[config.mk]
export PLATFORM = sky130hd
export DESIGN_NAME = life_gen_engine
export DESIGN_NICKNAME = d
export VERILOG_FILES = /design/src/rtl/life_gen_engine.sv
export SDC_FILE = /design/constraint.sdc
export NUM_CORES = 1
export LEC_CHECK = 0
export CAP_MARGIN = 20
export CORE_ASPECT_RATIO = 1.2
export CORE_MARGIN = 8
export CORE_UTILIZATION = 50
export DETAILED_ROUTE_END_ITERATION = 10
export HOLD_SLACK_MARGIN = 0.1
export PLACE_DENSITY = 0.73
export SLEW_MARGIN = 20
export SYNTH_ARGS = -nofsm -noshare
export SYNTH_HDL_FRONTEND = slang
export SYNTH_SLANG_ARGS = --single-unit
[constraint.sdc]
create_clock -name clk -period 5 [get_ports clk]
set_clock_uncertainty 0.15 [all_clocks]
set_input_delay 0.5 -clock clk [delete_from_list [all_inputs] [get_ports clk]]
set_output_delay 0.5 -clock clk [all_outputs]
set_load 0.05 [all_outputs]
[src/rtl/life_gen_engine.sv]
`default_nettype none
// ============================================================================
// Module   : life_gen_engine
// Brief    : Computes one Game of Life generation in place over a bank of
//            HEIGHT row registers, one row per clock, buffering the original
//            neighbour rows that have already been overwritten.
// Revision : 1.0 - initial release
// ============================================================================
module life_gen_engine #(
  parameter int WIDTH  = 8,
  parameter int HEIGHT = 8,
  parameter int WRAP   = 1,
  parameter int GEN_W  = 16
) (
  input  logic                      clk,
  input  logic                      reset,
  input  logic                      start_i,
  output logic [$clog2(HEIGHT)-1:0] rd_addr_o,
  input  logic [WIDTH-1:0]          rd_row_i,
  output logic                      wr_en_o,
  output logic [$clog2(HEIGHT)-1:0] wr_addr_o,
  output logic [WIDTH-1:0]          wr_row_o,
  output logic                      busy_o,
  output logic                      done_o,
  output logic [GEN_W-1:0]          gen_count_o
);

  localparam int AW = $clog2(HEIGHT);
  localparam logic [AW-1:0] c_last_row = AW'(HEIGHT - 1);

  localparam logic [2:0] c_st_idle      = 3'd0;
  localparam logic [2:0] c_st_prime_top = 3'd1;
  localparam logic [2:0] c_st_prime_cur = 3'd2;
  localparam logic [2:0] c_st_step      = 3'd3;
  localparam logic [2:0] c_st_finish    = 3'd4;

  logic [2:0]       state_q, state_d;
  logic [WIDTH-1:0] above_q, above_d;   // original row r-1
  logic [WIDTH-1:0] cur_q,   cur_d;     // original row r
  logic [WIDTH-1:0] first_q, first_d;   // original row 0, needed as "below" of the last row
  logic [AW-1:0]    row_q,   row_d;
  logic [GEN_W-1:0] gen_q,   gen_d;

  logic             w_last;
  logic [WIDTH-1:0] w_below;
  logic [WIDTH-1:0] w_next;

  assign w_last  = (row_q == c_last_row);
  // Row 0 has been overwritten by the time the last row is processed.
  assign w_below = w_last ? ((WRAP != 0) ? first_q : '0) : rd_row_i;

  // Per-column neighbour count and life rule.
  for (genvar c = 0; c < WIDTH; c++) begin : g_col
    localparam int c_l     = (c == 0) ? WIDTH - 1 : c - 1;
    localparam int c_r     = (c == WIDTH - 1) ? 0 : c + 1;
    localparam bit c_has_l = (WRAP != 0) || (c != 0);
    localparam bit c_has_r = (WRAP != 0) || (c != WIDTH - 1);

    logic       w_al, w_ar, w_cl, w_cr, w_bl, w_br;
    logic [3:0] w_n;

    assign w_al = c_has_l & above_q[c_l];
    assign w_ar = c_has_r & above_q[c_r];
    assign w_cl = c_has_l & cur_q[c_l];
    assign w_cr = c_has_r & cur_q[c_r];
    assign w_bl = c_has_l & w_below[c_l];
    assign w_br = c_has_r & w_below[c_r];

    assign w_n = 4'(w_al) + 4'(above_q[c]) + 4'(w_ar)
               + 4'(w_cl) + 4'(w_cr)
               + 4'(w_bl) + 4'(w_below[c]) + 4'(w_br);

    assign w_next[c] = (w_n == 4'd3) | (cur_q[c] & (w_n == 4'd2));
  end

  // Next-state logic for the sequencer and the row buffers.
  always_comb begin
    state_d = state_q;
    above_d = above_q;
    cur_d   = cur_q;
    first_d = first_q;
    row_d   = row_q;
    gen_d   = gen_q;
    case (state_q)
      c_st_idle: begin
        if (start_i) state_d = c_st_prime_top;
      end
      c_st_prime_top: begin
        above_d = (WRAP != 0) ? rd_row_i : '0;
        state_d = c_st_prime_cur;
      end
      c_st_prime_cur: begin
        cur_d   = rd_row_i;
        first_d = rd_row_i;
        row_d   = '0;
        state_d = c_st_step;
      end
      c_st_step: begin
        above_d = cur_q;
        cur_d   = w_below;
        if (w_last) begin
          row_d   = '0;
          state_d = c_st_finish;
        end else begin
          row_d   = row_q + 1'b1;
        end
      end
      c_st_finish: begin
        gen_d   = gen_q + 1'b1;
        state_d = c_st_idle;
      end
      default: state_d = c_st_idle;
    endcase
  end

  // State and buffer registers; reset abandons any generation in flight.
  always_ff @(posedge clk or posedge reset) begin
    if (reset) begin
      state_q <= c_st_idle;
      above_q <= '0;
      cur_q   <= '0;
      first_q <= '0;
      row_q   <= '0;
      gen_q   <= '0;
    end else begin
      state_q <= state_d;
      above_q <= above_d;
      cur_q   <= cur_d;
      first_q <= first_d;
      row_q   <= row_d;
      gen_q   <= gen_d;
    end
  end

  // Bank read address and write port, decoded from the current state.
  always_comb begin
    rd_addr_o = '0;
    wr_en_o   = 1'b0;
    wr_addr_o = '0;
    wr_row_o  = '0;
    case (state_q)
      c_st_prime_top: rd_addr_o = c_last_row;
      c_st_step: begin
        rd_addr_o = w_last ? '0 : row_q + 1'b1;
        wr_en_o   = 1'b1;
        wr_addr_o = row_q;
        wr_row_o  = w_next;
      end
      default: ;
    endcase
  end

  assign busy_o      = (state_q != c_st_idle);
  assign done_o      = (state_q == c_st_finish);
  assign gen_count_o = gen_q;

endmodule
`default_nettype wire

==> summary.md, run 1 <==
| Metric | Value |
|---|---|
| Outcome | `completed` |
| Unrepaired setup endpoints after global routing | `no` |
| Worst-path clk slew | `0.08 ns` |
| Mapped cell area | `3510 um^2` |
| H-tree depth | `2` |
| Critical Path Start Type | `flop` |
| Die X | `92.5 um` |
| Average size of a mapped cell | `10.2 um^2` |
| WL/cell | `15.9 um` |
| DRC | `0` |
| Layout cells sized above 1 | `8.51%` |
| Clk Latency, worst-skew pair | `0.30 ns` |
| Commonest cells post-synth | `inv_1, dfrtp_1, nand2_1` |
| Fin. Hold Viols | `0` |
| Hold Crit Class | `flop to flop` |
| WP data arrival | `4.11 ns` |
| DIE AREA | `9970 um^2` |
| Worst Max-Slew Pin Slew | `0.846 ns` |
| Post-Syn Instances | `345` |
| Overall routing resource usage | `16.4%` |
| Synthesis warning total | `0` |
| Fraction of registers with async set/reset | `100%` |
| Synth top area share | `32.8%` |
| Via count | `2,533` |
| Synth Net Count | `415` |
| Core area | `6810 um^2` |
| Sequential area share after synthesis | `32.8%` |
| Tcrit/Tclk final | `95.2%` |
| Total Neg Setup Slack | `0 ns` |
| Hold Path Depth | `1` |
| PortBufs | `43` |
| Nets | `458` |
| Hold Startpoint | `gen_count_o[15]` |
| Filler cell count in the final layout | `573` |
| Max-cap violations | `0` |
| WL final | `7570 um` |
| Clock Tree Root | `clkbuf_8` |
| ANT nets after route | `0` |
| Place WS | `0.307 ns` |
| Fmax | `210 MHz` |
| Clock sink total | `46` |
| Library cells used by synthesis | `33` |
| Post-synth EDFFs | `0` |
| Diodes inserted | `0` |
| # rows | `33` |
| Post-DP HPWL | `5880 um` |
| Vias/cell | `5.33` |
| CP Class | `flop to primary output` |
| Initial antenna violation count | `0` |
| Predominant post-synthesis flop cell | `dfrtp_1` |
| Vias in the first global route | `2,791` |
| Min-Delay Endpoint | `gen_count_o[15]` |
| First-pass GRT wire length | `13,200 um` |
| CTS tree | `built` |
| Slew Limit Fails | `0` |
| Worst reg-to-reg setup slack | `2.03 ns` |
| GPL Wtd Cong | `0.833` |
| R2R Path End | `first_q[6]` |
| Post-layout min period | `4.76 ns` |
| Worst setup EP type | `primary output` |
| RR Startpoint | `state_q[1]` |
| Post-CTS setup buffer count | `0` |
| Starting Density | `51.6%` |
| Slew headroom | `43.6%` |
| Hold Buf Count CTS | `0` |
| Final setup violation count | `0` |
| Inserted Clock Buffers | `5` |
| Area growth syn-to-layout | `19.3%` |
| Leading area contributor after synthesis | `dfrtp_1` |
| Synth Register Bits | `46` |
| Largest net degree at the start of global routing | `47` |
| Synth top area cells | `dfrtp_1, fa_1, ha_1, inv_1, mux2i_1` |
| DRT Pass-1 Iters | `4` |
| R2R cell count | `3` |
| Longest Clk Path Bufs | `2` |
| Top-count cell post-synth | `inv_1` |
| Die Span Y | `108 um` |
| DR iter-0 viols | `101` |
| Grt ovf | `0` |
| Top-Level Pins | `44` |
| Peak fanout along the critical path | `13` |
| Worst setup margin | `0.242 ns` |
| Critical Path RT | `4.35 ns` |
[worst max path at each step]
stage | from | end | slack, ns
2_1_floorplan | row_q[0] | wr_row_o[3] | 0.57
3_3_place_gp | row_q[0] | wr_row_o[5] | 0.45
3_5_place_dp | row_q[0] | wr_row_o[5] | 0.31
4_1_cts | row_q[0] | wr_row_o[6] | 0.19
5_1_grt | row_q[0] | wr_row_o[6] | 0.0004
6_report | row_q[0] | wr_row_o[6] | 0.24
[cells in the final DEF (no fill, tap or decap), drive strengths merged, types with 5 or more instances in the layout]
cell,count
a21oi,10
buf,13
clkbuf,5
clkdlybuf4s50,35
dfrtp,46
fa,30
ha,29
inv,53
mux2,8
mux2i,17
nand2,37
nand3,13
nor2,7
o2111a,8
o21ai,32
xnor2,12
xor2,5
[what timing repair did]
item | CTS | global route
hold endpoints to repair | 0 | 0
resized for setup | 1 | 0
endpoints found under the setup margin | 2 | 0
[per-stage QoR]
stage	std cells	hold WS [ns]	cell area [um^2]	util, %
2_1_floorplan	345	0.299	3510	-
3_3_place_gp	468	0.314	4110	60.3
3_5_place_dp	468	0.316	4110	60.3
4_1_cts	475	0.331	4190	61.5
5_1_grt	475	0.358	4190	61.5
6_report	475	0.324	4190	61.5
[kinds of logic (layout without fill, tap and decap cells)]
kind of cell               Yosys count  count (layout)  share of synthesized area [%]
AOI/OAI and AO/OA                   59              59                           10.6
xor gates and xnor gates            17              17                           4.24
adders and majority gates           59              59                           27.4
buffers and inverters               66             109                           7.52
DFF                                 46              46                           32.8
muxes                               25              25                           7.41
and+or+nand+nor                     73              73                           10.0
[final cells by class]
class / instances / area, um^2 / area share [%]
Multi-Input combinational cell: 233 / 2100 / 50.1
Tap cell: 87 / 109 / 2.60
Inverter: 54 / 203 / 4.84
Clock inverter: 2 / 10.0 / 0.239
Clock buffer: 5 / 68.8 / 1.64
Timing Repair Buffer: 48 / 548 / 13.1
Sequential cell: 46 / 1150 / 27.5
[worst max-delay path, cell delays in order (launching register included)]
cell and delay, ns:
dfrtp_1 0.39, ha_1 0.16, ha_2 0.41, mux2i_1 0.60, fa_1 0.54, inv_1 0.09
fa_1 0.43, ha_1 0.22, fa_1 0.38, o21ai_0 0.17, o2111a_1 0.25, buf_12 0.15
[state kept, by name, summed over array words and instances (netlist names)]
| register | count |
|---|---|
| row_q | 3 |
| cur_q | 8 |
| above_q | 8 |
| state_q | 3 |
| gen_count_o | 16 |
| first_q | 8 |
[per-layer routing]
metal / GRT usage [%] / share of wire [%]
met5: 0 / 0
met3: 4.05 / 5.7
met2: 28.5 / 50
met4: 6.34 / 2.9
met1: 18.9 / 41
Power of run 1 is not shown: default switching activity piles up to over one toggle a cycle in this logic, so the estimate is an artifact.
==> run 2, diff against run 1 <==
ABC_AREA = 1   (was unset)
SLEW_MARGIN = unset   (was 20)
==> summary.md, run 2 <==
| Metric | Value |
|---|---|
| DIE AREA | `10,100 um^2 (+1.4%)` |
| Vias in the first global route | `3,084 (+10%)` |
| WP data arrival | `4.08 ns (-0.03 ns)` |
| Post-layout min period | `4.73 ns (-0.0257 ns)` |
| Hold Buf Count CTS | `0 (unchanged)` |
| CP Class | `flop to primary output` |
| Core area | `6900 um^2 (+1.2%)` |
| Initial antenna violation count | `0 (unchanged)` |
| Resized Gates After CTS | `0 (-1)` |
| Hold Crit Class | `input port to asynchronous set/reset pin` |
| Die Span Y | `109 um (+0.72%)` |
| GPL Wtd Cong | `0.781 (-6.3%)` |
| Inserted Clock Buffers | `5 (unchanged)` |
| Post-CTS setup buffer count | `0 (unchanged)` |
| PortBufs | `43 (unchanged)` |
| Top-Level Pins | `44 (unchanged)` |
| Mapped cell area | `3570 um^2 (+1.7%)` |
| Fin. Hold Viols | `0 (unchanged)` |
| Tcrit/Tclk final | `94.6% (-0.51 points)` |
| Synth top area cells | `dfrtp_1, fa_1, ha_1, inv_1, nand2_1` |
| Commonest cells post-synth | `inv_1, nand2_1, dfrtp_1` |
| Post-synth EDFFs | `0 (unchanged)` |
| Slew Limit Fails | `0 (unchanged)` |
| Die X | `93.2 um (+0.70%)` |
| Worst setup EP type | `primary output` |
| Largest net degree at the start of global routing | `47 (unchanged)` |
| ANT nets after route | `0 (unchanged)` |
| Commonest non-fill, non-tap cell in the layout | `inv_1` |
| Unrepaired setup endpoints after global routing | `no` |
| Synth Register Bits | `46 (unchanged)` |
| Worst path max stage delay | `0.52 ns (-0.08 ns)` |
| Leading area contributor after synthesis | `dfrtp_1` |
| Commonest cells after routing, fill and taps aside | `inv_1, nand2_1, dfrtp_1` |
| DRC | `0 (unchanged)` |
| Slowest-stage cell, CP | `fa_1` |
| CP Cell Sequence | `ha_1 > ha_1 > buf_4 > o21ai_0 > fa_1 > fa_1 > inv_1 > ha_1 > fa_1 > o21ai_0 > nor2_1 > o21a_1 > buf_12` |
| Post-DP HPWL | `6260 um (+6.5%)` |
| Sequential area share after synthesis | `32.2% (-0.55 points)` |
| DR iter-0 viols | `116 (+15%)` |
| DRT Pass-1 Iters | `4 (unchanged)` |
| Peak fanout along the critical path | `9 (-4)` |
| Synth top area share | `32.2% (-0.55 points)` |
| First-pass GRT wire length | `14,200 um (+7.8%)` |
| Average size of a mapped cell | `8.98 um^2 (-12%)` |
| Overall routing resource usage | `17.3% (+0.97 points)` |
| Longest Clk Path Bufs | `2 (unchanged)` |
| Outcome | `completed` |
| Vias/cell | `5.28 (-0.99%)` |
| Largest register FFs | `16 (unchanged)` |
| Grt ovf | `0 (unchanged)` |
| H-tree depth | `2 (unchanged)` |
| Slew headroom | `50.5% (+6.9 points)` |
| Predominant post-synthesis flop cell | `dfrtp_1` |
| Area growth syn-to-layout | `20.2%` |
| WL/cell | `14.9 um (-6.4%)` |
| Worst Max-Slew Pin Slew | `0.734 ns (-0.112 ns)` |
| Starting Density | `51.8% (+0.25 points)` |
| Diodes inserted | `0 (unchanged)` |
| Critical Path RT | `4.35 ns (about the same)` |
| R2R cell count | `6 (+3)` |
| # rows | `33 (unchanged)` |
| Critical Path Start Type | `flop` |
| Max-cap violations | `0 (unchanged)` |
| Clock Tree Root | `clkbuf_8` |
| Synthesis warning total | `0 (unchanged)` |
| Fraction of registers with async set/reset | `100% (unchanged)` |
| Layout cells sized above 1 | `8.69% (+0.18 points)` |
| Post-Syn Instances | `398 (+15%)` |
| Via count | `2,830 (+12%)` |
| CTS tree | `built` |
| Worst-path clk slew | `0.09 ns (about the same)` |
| WL final | `8000 um (+5.6%)` |
| Library cells used by synthesis | `32 (-3.0%)` |
| Final setup violation count | `0 (unchanged)` |
| Nets | `518 (+13%)` |
| Top-count cell post-synth | `inv_1` |
| Total Neg Setup Slack | `0 ns (unchanged)` |
| Clock sink total | `46 (unchanged)` |
| Fmax | `211 MHz (+0.54%)` |
| Synth Net Count | `468 (+13%)` |
| Clk Latency, worst-skew pair | `0.29 ns (about the same)` |
[run 2: critical path, delay by kind of cell, from the launching register on]
kind	cells	cell delay, ns
adders and majority gates	6	2.18
AOI/OAI and AO/OA	3	0.68
DFF	1	0.43
buffers and inverters	3	0.39
and+or+nand+nor	1	0.11
[run 2: final timing paths]
kind	start	slack [ns]	end
worst max-delay path	row_q[0]	0.27	wr_row_o[1]
worst min-delay path	reset	0.24	cur_q[2]
worst max register to register	state_q[1]	2.95	cur_q[6]
worst min register to register	gen_count_o[5]	0.38	gen_count_o[5]
max in group asynchronous	reset	4.03	first_q[0]
min in group clk	gen_count_o[5]	0.38	gen_count_o[5]
[run 2: logic make-up after synthesis]
logic type                 Yosys count  share of synthesized area [%]
and+or+nand+nor                    125                           15.9
xor gates and xnor gates            11                           2.70
adders and majority gates           59                           27.0
AOI/OAI and AO/OA                   65                           12.0
DFF                                 46                           32.2
buffers and inverters               92                           10.2
[run 2: through the flow]
| stage | instance area [um^2] | utilization (%) | hold slack (ns) | std cells | setup WS [ns] |
|---|---|---|---|---|---|
| 5_1_grt | 4290 | 62.3 | 0.231 | 536 | 0.0104 |
| 6_report | 4290 | 62.3 | 0.237 | 536 | 0.268 |
| 2_1_floorplan | 3580 | - | 0.336 | 398 | 0.322 |
| 4_1_cts | 4270 | 62.0 | 0.378 | 535 | 0.232 |
| 3_3_place_gp | 4180 | 60.7 | 0.354 | 527 | 0.563 |
| 3_5_place_dp | 4180 | 60.7 | 0.356 | 527 | 0.487 |
[run 2: final cells by class]
type                       count  area, um^2
tap                           87         109
sequential                    46        1150
clock inverter                 3        21.3
inverter                      85         319
timing repair buffer          50         563
multi-input combinational    260        2060
fill                         577        2600
clock buffer                   5        68.8
[run 2: routing by layer]
metal | GRT usage (%) | up-vias | routed length [um]
li1 | - | 1376 | -
met1 | 20.1 | 1387 | 3350
met2 | 32.1 | 58 | 4210
met3 | 3.33 | 9 | 330
met4 | 3.69 | 0 | 104
met5 | 0 | - | 0
Power of run 2 is left out for the same reason.
